## src/rtl/pcileech_tlp_tx_arb_pkg.sv

```systemverilog
// ----------------------------------------------------------------------------
// pcileech_header
//   Types and constants shared by the TLP transmit arbiter and its round-robin
//   picker.
//   - tx_arb_state_t   : arbiter FSM state encoding
//   - TUSER_DISCONTINUE: tuser bit that tells the PCIe core to discard a TLP
//   - GRANT_W          : width of a source index (up to 8 sources)
// ----------------------------------------------------------------------------
package pcileech_header;

    typedef enum logic [1:0] {
        ST_IDLE  = 2'd0,
        ST_LOCK  = 2'd1,
        ST_ABORT = 2'd2,
        ST_DRAIN = 2'd3
    } tx_arb_state_t;

    localparam int TUSER_DISCONTINUE = 3;
    localparam int GRANT_W           = 3;

endpackage

```

## src/rtl/pcileech_tlp_tx_arb_rr_pick.sv

```systemverilog
// ----------------------------------------------------------------------------
// pcileech_rr_pick
//   Combinational round-robin picker. Returns the first requester strictly
//   after i_ptr, wrapping around, so the previous winner has lowest priority.
//   Ports:
//     i_req  : request vector, one bit per source
//     i_ptr  : index of the last winner
//     o_idx  : index of the selected requester (0 when none)
//     o_any  : at least one request is present
// ----------------------------------------------------------------------------
module pcileech_rr_pick
    import pcileech_header::*;
#(
    parameter int NUM_SRC = 3
) (
    input  logic [NUM_SRC-1:0] i_req,
    input  logic [GRANT_W-1:0] i_ptr,
    output logic [GRANT_W-1:0] o_idx,
    output logic               o_any
);

    int w_dist;
    int w_best;

    // Distance of source s from the pointer is (s - ptr - 1) mod NUM_SRC;
    // the requester with the smallest distance wins.
    always_comb begin
        o_idx  = '0;
        o_any  = 1'b0;
        w_dist = 0;
        w_best = NUM_SRC;
        for (int s = 0; s < NUM_SRC; s++) begin
            w_dist = s - int'(i_ptr) - 1;
            if (w_dist < 0) begin
                w_dist = w_dist + NUM_SRC;
            end
            if (i_req[s] && (w_dist < w_best)) begin
                w_best = w_dist;
                o_idx  = GRANT_W'(s);
                o_any  = 1'b1;
            end
        end
    end

endmodule

```

## src/rtl/pcileech_tlp_tx_arb.sv

```systemverilog
// ----------------------------------------------------------------------------
// pcileech_tlp_tx_arb
//   Packet-atomic round-robin arbiter feeding the PCIe core transmit stream
//   from several TLP sources. A granted source keeps the stream until its
//   tlast handshake. A source that stalls mid-packet for STALL_TIMEOUT cycles
//   is cut off with a discontinue beat and the rest of its packet is dropped.
//
//   state | meaning
//   ------+-----------------------------------------------------------------
//   IDLE  | no grant; pick the next requester round-robin
//   LOCK  | granted source passed straight through to the core
//   ABORT | present one tlast beat with tuser discontinue to the core
//   DRAIN | swallow the aborted source's beats up to its tlast
//
//   Ports:
//     clk, rst_n                    : clock, async active-low reset
//     s_tdata/tkeep/tuser/tlast/
//     s_tvalid/s_tready             : packed source streams, source i at slot i
//     m_tdata/tkeep/tuser/tlast/
//     m_tvalid/m_tready             : stream to the PCIe core
//     grant_id                      : current or last granted source
//     pkt_count                     : packets forwarded with a normal tlast
//     err_abort                     : sticky, set on any abort
// ----------------------------------------------------------------------------
module pcileech_tlp_tx_arb
    import pcileech_header::*;
#(
    parameter int          NUM_SRC       = 3,
    parameter int          DATA_W        = 64,
    parameter int          USER_W        = 4,
    parameter logic [15:0] STALL_TIMEOUT = 16'd256
) (
    input  logic                         clk,
    input  logic                         rst_n,
    input  logic [NUM_SRC*DATA_W-1:0]    s_tdata,
    input  logic [NUM_SRC*(DATA_W/8)-1:0] s_tkeep,
    input  logic [NUM_SRC*USER_W-1:0]    s_tuser,
    input  logic [NUM_SRC-1:0]           s_tlast,
    input  logic [NUM_SRC-1:0]           s_tvalid,
    output logic [NUM_SRC-1:0]           s_tready,
    output logic [DATA_W-1:0]            m_tdata,
    output logic [DATA_W/8-1:0]          m_tkeep,
    output logic [USER_W-1:0]            m_tuser,
    output logic                         m_tlast,
    output logic                         m_tvalid,
    input  logic                         m_tready,
    output logic [2:0]                   grant_id,
    output logic [15:0]                  pkt_count,
    output logic                         err_abort
);

    localparam int KEEP_W = DATA_W / 8;

    tx_arb_state_t        r_state;
    tx_arb_state_t        w_next_state;
    logic [GRANT_W-1:0]   r_rr_ptr;
    logic [GRANT_W-1:0]   r_grant;
    logic [15:0]          r_pkt_count;
    logic                 r_err_abort;
    logic [15:0]          r_stall;

    logic [GRANT_W-1:0]   w_pick_idx;
    logic                 w_pick_any;

    logic [NUM_SRC-1:0]   w_grant_oh;
    logic [DATA_W-1:0]    w_g_tdata;
    logic [KEEP_W-1:0]    w_g_tkeep;
    logic [USER_W-1:0]    w_g_tuser;
    logic                 w_g_tlast;
    logic                 w_g_tvalid;

    logic                 w_lock_enter;
    logic                 w_beat_acc;
    logic                 w_pkt_done;
    logic                 w_abort_start;
    logic                 w_stall_hit;

    pcileech_rr_pick #(
        .NUM_SRC (NUM_SRC)
    ) u_pick (
        .i_req (s_tvalid),
        .i_ptr (r_rr_ptr),
        .o_idx (w_pick_idx),
        .o_any (w_pick_any)
    );

    // Source mux driven from the registered grant only, so the output path
    // never depends on the picker.
    always_comb begin
        w_grant_oh = '0;
        w_g_tdata  = '0;
        w_g_tkeep  = '0;
        w_g_tuser  = '0;
        w_g_tlast  = 1'b0;
        w_g_tvalid = 1'b0;
        for (int s = 0; s < NUM_SRC; s++) begin
            if (r_grant == GRANT_W'(s)) begin
                w_grant_oh[s] = 1'b1;
                w_g_tdata     = s_tdata[s*DATA_W +: DATA_W];
                w_g_tkeep     = s_tkeep[s*KEEP_W +: KEEP_W];
                w_g_tuser     = s_tuser[s*USER_W +: USER_W];
                w_g_tlast     = s_tlast[s];
                w_g_tvalid    = s_tvalid[s];
            end
        end
    end

    // The abort fires on the STALL_TIMEOUT-th consecutive invalid cycle, so
    // the compare is against the count of cycles already seen (timeout-1).
    // A zero timeout disables the abort path entirely.
    always_comb begin
        w_stall_hit = 1'b0;
        if (STALL_TIMEOUT != 16'd0) begin
            w_stall_hit = !w_g_tvalid && (r_stall >= (STALL_TIMEOUT - 16'd1));
        end
    end

    always_ff @(posedge clk or negedge rst_n) begin
        if (!rst_n) begin
            r_state <= ST_IDLE;
        end else begin
            r_state <= w_next_state;
        end
    end

    always_comb begin
        w_next_state  = r_state;
        s_tready      = '0;
        m_tdata       = '0;
        m_tkeep       = '0;
        m_tuser       = '0;
        m_tlast       = 1'b0;
        m_tvalid      = 1'b0;
        w_lock_enter  = 1'b0;
        w_beat_acc    = 1'b0;
        w_pkt_done    = 1'b0;
        w_abort_start = 1'b0;

        case (r_state)
            ST_IDLE: begin
                if (w_pick_any) begin
                    w_lock_enter = 1'b1;
                    w_next_state = ST_LOCK;
                end
            end

            ST_LOCK: begin
                m_tdata  = w_g_tdata;
                m_tkeep  = w_g_tkeep;
                m_tuser  = w_g_tuser;
                m_tlast  = w_g_tlast;
                m_tvalid = w_g_tvalid;
                s_tready = w_grant_oh & {NUM_SRC{m_tready}};
                if (w_g_tvalid && m_tready) begin
                    w_beat_acc = 1'b1;
                    if (w_g_tlast) begin
                        w_pkt_done   = 1'b1;
                        w_next_state = ST_IDLE;
                    end
                end else if (w_stall_hit) begin
                    w_abort_start = 1'b1;
                    w_next_state  = ST_ABORT;
                end
            end

            ST_ABORT: begin
                m_tvalid                   = 1'b1;
                m_tlast                    = 1'b1;
                m_tkeep                    = '1;
                m_tuser[TUSER_DISCONTINUE] = 1'b1;
                if (m_tready) begin
                    w_next_state = ST_DRAIN;
                end
            end

            ST_DRAIN: begin
                s_tready = w_grant_oh;
                if (w_g_tvalid && w_g_tlast) begin
                    w_next_state = ST_IDLE;
                end
            end

            default: begin
                w_next_state = ST_IDLE;
            end
        endcase
    end

    always_ff @(posedge clk or negedge rst_n) begin
        if (!rst_n) begin
            r_rr_ptr    <= GRANT_W'(NUM_SRC - 1);
            r_grant     <= '0;
            r_pkt_count <= '0;
            r_err_abort <= 1'b0;
            r_stall     <= '0;
        end else begin
            if (w_lock_enter) begin
                r_grant  <= w_pick_idx;
                r_rr_ptr <= w_pick_idx;
            end
            if (w_pkt_done) begin
                r_pkt_count <= r_pkt_count + 16'd1;
            end
            if (w_abort_start) begin
                r_err_abort <= 1'b1;
            end
            // Saturate so a disabled timeout never wraps back into range.
            if (w_lock_enter || w_beat_acc) begin
                r_stall <= '0;
            end else if ((r_state == ST_LOCK) && !w_g_tvalid && (r_stall != 16'hFFFF)) begin
                r_stall <= r_stall + 16'd1;
            end
        end
    end

    assign grant_id  = r_grant;
    assign pkt_count = r_pkt_count;
    assign err_abort = r_err_abort;

endmodule
```

## config.mk

```make
export PLATFORM = sky130hd
export DESIGN_NAME = pcileech_tlp_tx_arb
export DESIGN_NICKNAME = d
export VERILOG_FILES = /design/src/rtl/pcileech_tlp_tx_arb_pkg.sv /design/src/rtl/pcileech_tlp_tx_arb_rr_pick.sv /design/src/rtl/pcileech_tlp_tx_arb.sv
export SDC_FILE = /design/constraint.sdc
export NUM_CORES = 1
export LEC_CHECK = 0
export BUFFER_PORTS_ARGS = -buffer_cell sky130_fd_sc_hd__buf_2
export CAP_MARGIN = 15
export CORE_AREA = 2 2 131 133
export DETAILED_ROUTE_END_ITERATION = 10
export DIE_AREA = 0 0 133 135
export GPL_TIMING_DRIVEN = 0
export PLACE_DENSITY = 0.74
export SLEW_MARGIN = 10
export SYNTH_ARGS = -nofsm -noshare
export SYNTH_HDL_FRONTEND = slang
export SYNTH_HIERARCHICAL = 1
export SYNTH_SLANG_ARGS = --single-unit
```

## constraint.sdc

```tcl
create_clock -name clk -period 11.89 [get_ports clk]
set_input_delay 2.378 -clock clk [delete_from_list [all_inputs] [get_ports clk]]
set_output_delay 2.378 -clock clk [all_outputs]
set_load 0.1 [all_outputs]
```

==> results of run 1 <==
-- metal layers --
layer | vias to the layer above | share of wire [%]
met5 | - | 0.053
met3 | 27 | 10
li1 | 3443 | -
met2 | 342 | 46
met1 | 3215 | 42
met4 | 2 | 1.7
-- synthesized netlist by cell type, drive strengths merged, types with 5 or more instances --
cell	number
ha	32
xnor2	18
o21ai	93
mux2i	5
buf	15
nand2b	7
dfrtp	38
a21o	6
a21oi	25
xor2	19
nand4	8
inv	93
nor3	12
nand3	18
clkbuf	49
o221ai	76
nor2	118
and3	12
nor4	6
nand2	41
o21a	17
-- per-stage QoR --
| step | std cells | worst slack [ps] | area (sq um) | hold slack, ps |
|---|---|---|---|---|
| 2_1_floorplan | 773 | 3942 | 5406 | 496.6 |
| 3_3_place_gp | 1330 | 4398 | 7368 | 452.7 |
| 6_report | 1343 | 4530 | 7559 | 469.2 |
| 5_1_grt | 1339 | 4127 | 7548 | 478.0 |
| 4_1_cts | 1338 | 4595 | 7546 | 468.5 |
| 3_5_place_dp | 1330 | 4325 | 7368 | 452.2 |
-- state kept, by name (all words and copies together), names as in the netlist, named ones only --
| signal | count |
|---|---|
| err_abort | 1 |
| grant_id | 1 |
| r_stall | 16 |
| r_state | 1 |
| pkt_count | 16 |
| r_rr_ptr | 3 |
-- logic make-up (layout without fill, tap and decap cells) --
logic type / Yosys count / count (layout)
AO/OA/AOI/OAI: 252 / 252
AND/OR/NAND/NOR: 245 / 245
buffers and inverters: 157 / 502
flip-flops: 39 / 39
XOR/XNOR: 38 / 38
adder cells (fa/ha/maj): 32 / 32
multiplexers: 9 / 9
other: 1 / 6
-- cell type report --
| cell class | count | share of cell area (%) |
|---|---|---|
| sequential | 39 | 12.93 |
| inverter | 93 | 4.618 |
| multi-input combinational | 577 | 50.22 |
| tap | 220 | 3.642 |
| antenna | 5 | 0.1655 |
| buffer | 64 | 3.758 |
| clock inverter | 2 | 0.5132 |
| timing repair buffer | 337 | 22.31 |
| clock buffer | 6 | 1.837 |
-- power groups by stage --
stage                     combinational [uW]  sequential (uW)  clock (uW)
after floorplan                         1890              198           0
after global placement                  2350              178           0
after detailed placement                2370              178           0
after CTS                               2380              176         162
after global routing                    2570              178         166
final                                   2390              176         159
-- how the worst max path moves through the flow --
stage / to / start / depth (start not counted) / slack, ps
finish: r_stall[11] / s_tvalid[0] / 23 / 4530
global route: r_stall[8] / s_tvalid[0] / 23 / 4130
CTS: r_stall[11] / s_tvalid[0] / 23 / 4600
detailed placement: r_stall[11] / s_tvalid[0] / 23 / 4320
global placement: r_stall[11] / s_tvalid[0] / 23 / 4400
floorplan: s_tready[1] / m_tready / 2 / 3940
-- cell usage in the layout (no fill, tap or decap), types with 6 or more instances in the layout --
cell	count
inv_1	91
o21ai_0	89
and3_1	10
nand3_1	17
o221ai_1	76
nand2_1	40
ha_1	32
clkbuf_1	48
a21oi_1	24
xnor2_1	17
buf_4	6
nor3_1	10
xor2_1	19
buf_2	339
nor2_1	117
nand2b_1	7
nand4_1	8
a21o_1	6
dfrtp_1	38
o21a_1	17
-- worst max-delay path, stage by stage --
cell	delay (ps)
buf_2	160
inv_1	90
o41ai_4	520
nand2_1	130
inv_1	80
ha_1	230
a211oi_1	230
o21ai_1	130
a21oi_4	170
buf_6	170
nor2_1	50
a21oi_1	560
ha_1	370
a21oi_1	190
a21boi_1	90
o221a_1	260
a211oi_1	360
a21oi_1	110
or3_1	350
nand2_1	190
o21ai_1	260
clkbuf_1	310
nor2_1	170
==> impl_metrics.tcl, run 1 <==
set metrics [dict create \
    run_status "complete, no violations" \
    p_per_area_nw_per_um2 360.4 \
    slew-limit-headroom_pct 43.54 \
    r2r_start "r_rr_ptr[0]" \
    p_sw_uw 1820 \
    endpoint_kind "register" \
    core_area_sq_um 16410 \
    holdBufCountCts 0 \
    synth-warning-count 6 \
    critPathLaunchType "input port" \
    syn_area_sq_um 5406 \
    grt_pass1_wl_um 35850 \
    rows 47 \
    yosysTopAreaCellShare_pct 17.59 \
    clkLatencyLatePin_ps 280 \
    firstDrtPassIters 5 \
    ir_worst_vdd_uv 171.3 \
    drtIter0Drc 560 \
    port_buffers 337 \
    wl_per_cell_um 18.41 \
    criticalPathCategory "input port to register" \
    fp.dieW_um 133 \
    whs_endpoint "pkt_count[15]" \
    vias 7029 \
    clkTransAtPathRegs_ps 60 \
    cts_buffers 5 \
    switching_share_pct 66.83 \
    pin_count 338 \
    regToRegSetupSlack_ps 4880 \
    synth_top_cell_by_area "dfrtp_1" \
    layout.nets 1386 \
    grt_usage_pct 25.63 \
    synthCells 773 \
    grt.overflow.total 0 \
    async_reset_ff_share_pct 100.0 \
    fin_util_pct 46.07 \
    leakagePower_uw 0.004027 \
    layout-drive-gt1-share_pct 34.08 \
    grt.busiest_layer "met2" \
    finClkSkew_ps 2.840 \
    gp_congestion 0.9245 \
    hpwl_um 20580 \
    area_delta_synth_final_pct 39.81 \
    dieArea_sq_um 17960 \
    yosys.area_share.simple_pct 21.75 \
    grt_start_max_net_pins 40 \
    synthAdderAreaFrac_pct 7.406 \
    synth_top_family_by_area "compound AO/OA/AOI/OAI gates" \
    ys.flop_type "dfrtp_1" \
    ctsRootBufferMaster "clkbuf_16" \
    p_total_uw 2724 \
    grtUsageMet1_pct 34.11 \
    cp_max_fo 10 \
    hp-class "register to register" \
    synth_fp_nets 1042 \
    synth-edff-count 0 \
    cp_data_required_time_ps 12100 \
    setup_tns_ps 0 \
    cp_data_arrival_time_ps 7570 \
    combPwrFrac_pct 87.7 \
    drtAntennaViolNets 0 \
    power.share.clock_pct 5.8 \
    via_per_inst 5.234 \
    slew_viol_final 0 \
    fin_crit_ps 7360 \
    yosys_register_bits 39 \
    htree_levels 2 \
    fillers 1694 \
    timing.rr.end "r_stall[11]" \
    synth_compound_area_share_pct 32.68 \
    grt_pass1_vias 6368 \
    whs_path_depth 1 \
    seqPwrFrac_pct 6.5 \
    cts_tree "built" \
    hold_viol 0 \
    tightest_slew_ps 846.9 \
    yosysSeqAreaShare_pct 18.07 \
    period_share_pct 61.90 \
    ys_top_cells_by_area "dfrtp_1, o221ai_1, o21ai_0" \
    p_int_uw 903.6 \
    clock-sinks 39 \
    die_h_um 135 \
    hold_path_startpoint "pkt_count[15]" \
    rsz0062_at_grt "no" \
    post-cts-setup-buffer-count 0 \
    fmax_mhz 135.9 \
    wl_um 24720 \
    use_met2_pct 42.14 \
    post-route-drc-count 0 \
    yosysUniqueCellTypes 74 \
    synthMuxAreaShare_pct 1.759 \
    antenna_found_initial 5 \
    start_util_pct 32.95 \
    multi_input_area_sq_um 3796 \
    setup_viol 0 \
    clk_path_buf_depth 2 \
    syn_avg_cell_area_sq_um 6.994 \
    synth_xor_area_share_pct 6.549 \
    cts_resized 0 \
    use_met3_pct 6.757 \
    maxCapViolCount 0 \
    area.sequential_sq_um 977.2 \
    ff2ff_path_depth 27 \
]
Note: power is estimated with default switching activity, not from simulation.
==> inputs of run 2 (changes only) <==
- clock period: 11.89 -> 6.96 ns (I/O delays scaled with it)
==> impl_metrics.tcl, run 2 (same netlist as run 1, synthesis figures left out) <==
set metrics [dict create \
    slew_viol_final 0 \
    p_per_area_nw_per_um2 615.9 \
    slowest_stage "dfrtp_1" \
    dieArea_sq_um 17960 \
    grt_usage_pct 25.62 \
    area.sequential_sq_um 978.4 \
    area_delta_synth_final_pct 40.59 \
    fmax_mhz 153.7 \
    clkTransAtPathRegs_ps 60 \
    clk_path_buf_depth 2 \
    power.share.clock_pct 5.8 \
    grt_start_max_net_pins 40 \
    critPathLaunchType "register" \
    cts_tree "built" \
    endpoint_kind "register" \
    firstDrtPassIters 5 \
    clock-sinks 39 \
    fp.dieW_um 133 \
    wl_um 24740 \
    whs_endpoint "pkt_count[15]" \
    fin_util_pct 46.33 \
    combPwrFrac_pct 87.8 \
    grt.overflow.total 0 \
    start_util_pct 32.95 \
    grt_pass1_vias 6369 \
    gp_congestion 0.9245 \
    cp_data_arrival_time_ps 6710 \
    leakagePower_uw 0.004049 \
    seqPwrFrac_pct 6.4 \
    drtIter0Drc 494 \
    final_cell_mix "buf_2, nor2_1, inv_1" \
    core_area_sq_um 16410 \
    final_common_cell "buf_2" \
    regToRegSetupSlack_ps 450 \
    grt_pass1_wl_um 35850 \
    placed_area_sq_um 7368 \
    ctsRootBufferMaster "clkbuf_16" \
    period_share_pct 93.50 \
    post-route-drc-count 0 \
    multi_input_area_sq_um 3807 \
    fin_area_sq_um 7601 \
    whs_path_depth 1 \
    critPathMaxStageDelay_ps 450 \
    vias 7086 \
    hpwl_um 20580 \
    rows 47 \
    r2r_start "r_rr_ptr[2]" \
    clkLatencyLatePin_ps 280 \
    setup_tns_ps 0 \
    hold_ws_ps 469.3 \
    ff2ff_path_depth 27 \
    run_status "complete, no violations" \
    timing.rr.end "r_stall[11]" \
    ir_worst_vdd_uv 292.9 \
    via_per_inst 5.261 \
    switching_share_pct 66.73 \
    die_h_um 135 \
    criticalPathCategory "register to register" \
    finClkSkew_ps 1.925 \
    layout-drive-gt1-share_pct 34.49 \
    maxCapViolCount 0 \
    antenna_found_initial 5 \
    htree_levels 2 \
    cp_max_fo 10 \
    p_int_uw 1557 \
    layout.nets 1390 \
    setup_viol 0 \
    pin_count 338 \
    tightest_slew_ps 846.4 \
    cts_buffers 5 \
    wl_per_cell_um 18.37 \
    hold_path_startpoint "pkt_count[15]" \
    p_sw_uw 3124 \
    drtAntennaViolNets 0 \
    fin_crit_ps 6507 \
    port_buffers 337 \
    slew-limit-headroom_pct 43.58 \
    fillers 1690 \
    rsz0062_at_grt "no" \
    hp-class "register to register" \
    cp_data_required_time_ps 7170 \
    hold_viol 0 \
]
[run 2: cell types whose count changed in the layout (fill, tap and decap cells not counted)]
cell     before  now
buf_4         6   10
a21oi_1      24   23
a21oi_4       1    2
dfrtp_1      38   37
dfrtp_2       0    1
[run 2: final cells by class]
type | instances | share of cell area (%)
diodes | 5 | 0.1646
plain buffers | 64 | 3.737
clock buffers | 6 | 1.827
clock inverters | 2 | 0.5103
inverters | 93 | 4.593
multi-input cells | 577 | 50.09
flip-flops and latches | 39 | 12.87
well taps | 220 | 3.621
repair buffers | 341 | 22.58
[run 2: power by group through the flow]
stage          Clock (uW)  Sequential [uW]  Combinational, uW
2_1_floorplan           0              338               3220
3_3_place_gp            0              304               4020
3_5_place_dp            0              304               4060
4_1_cts               276              300               4070
5_1_grt               284              303               4420
6_report              271              299               4110
[run 2: critical path: cells and delay by family (launching register included)]
| kind | cells | cell delay, ps |
|---|---|---|
| fa+ha+maj | 3 | 890 |
| simple gates | 6 | 1120 |
| flops | 1 | 450 |
| buf+inv | 6 | 1390 |
| compound gates | 12 | 2560 |
[run 2: metrics by stage]
stage / total power, uW / std cells / setup WS, ps
5_1_grt: 5004 / 1343 / 28.24
4_1_cts: 4648 / 1338 / 242.6
2_1_floorplan: 3562 / 773 / 947.1
6_report: 4681 / 1347 / 452.5
3_5_place_dp: 4359 / 1330 / 20.70
3_3_place_gp: 4319 / 1330 / 84.98
[run 2: per-layer routing]
| metal | track usage (%) | up-vias | wire, um |
|---|---|---|---|
| li1 | - | 3455 | - |
| met1 | 34.11 | 3228 | 10410 |
| met2 | 42.11 | 379 | 11380 |
| met3 | 6.757 | 22 | 2523 |
| met4 | 4.898 | 2 | 416 |
| met5 | 0 | - | 13 |
[run 2: timing repair]
item                       CTS  global route
resized for setup            1             2
setup endpoints to repair    3            16
setup buffers                0             4
hold buffers                 0             0
cloned                       0             0
[run 2: worst max path at each step]
stage	cells past startpoint	endpoint	slack (ps)	startpoint
4_1_cts	27	r_stall[11]	240	r_rr_ptr[0]
6_report	27	r_stall[11]	450	r_rr_ptr[2]
2_1_floorplan	4	s_tready[1]	950	grant_id[1]
3_3_place_gp	27	r_stall[11]	80	r_rr_ptr[0]
5_1_grt	27	r_stall[8]	30	r_rr_ptr[2]
3_5_place_dp	27	r_stall[11]	20	r_rr_ptr[0]
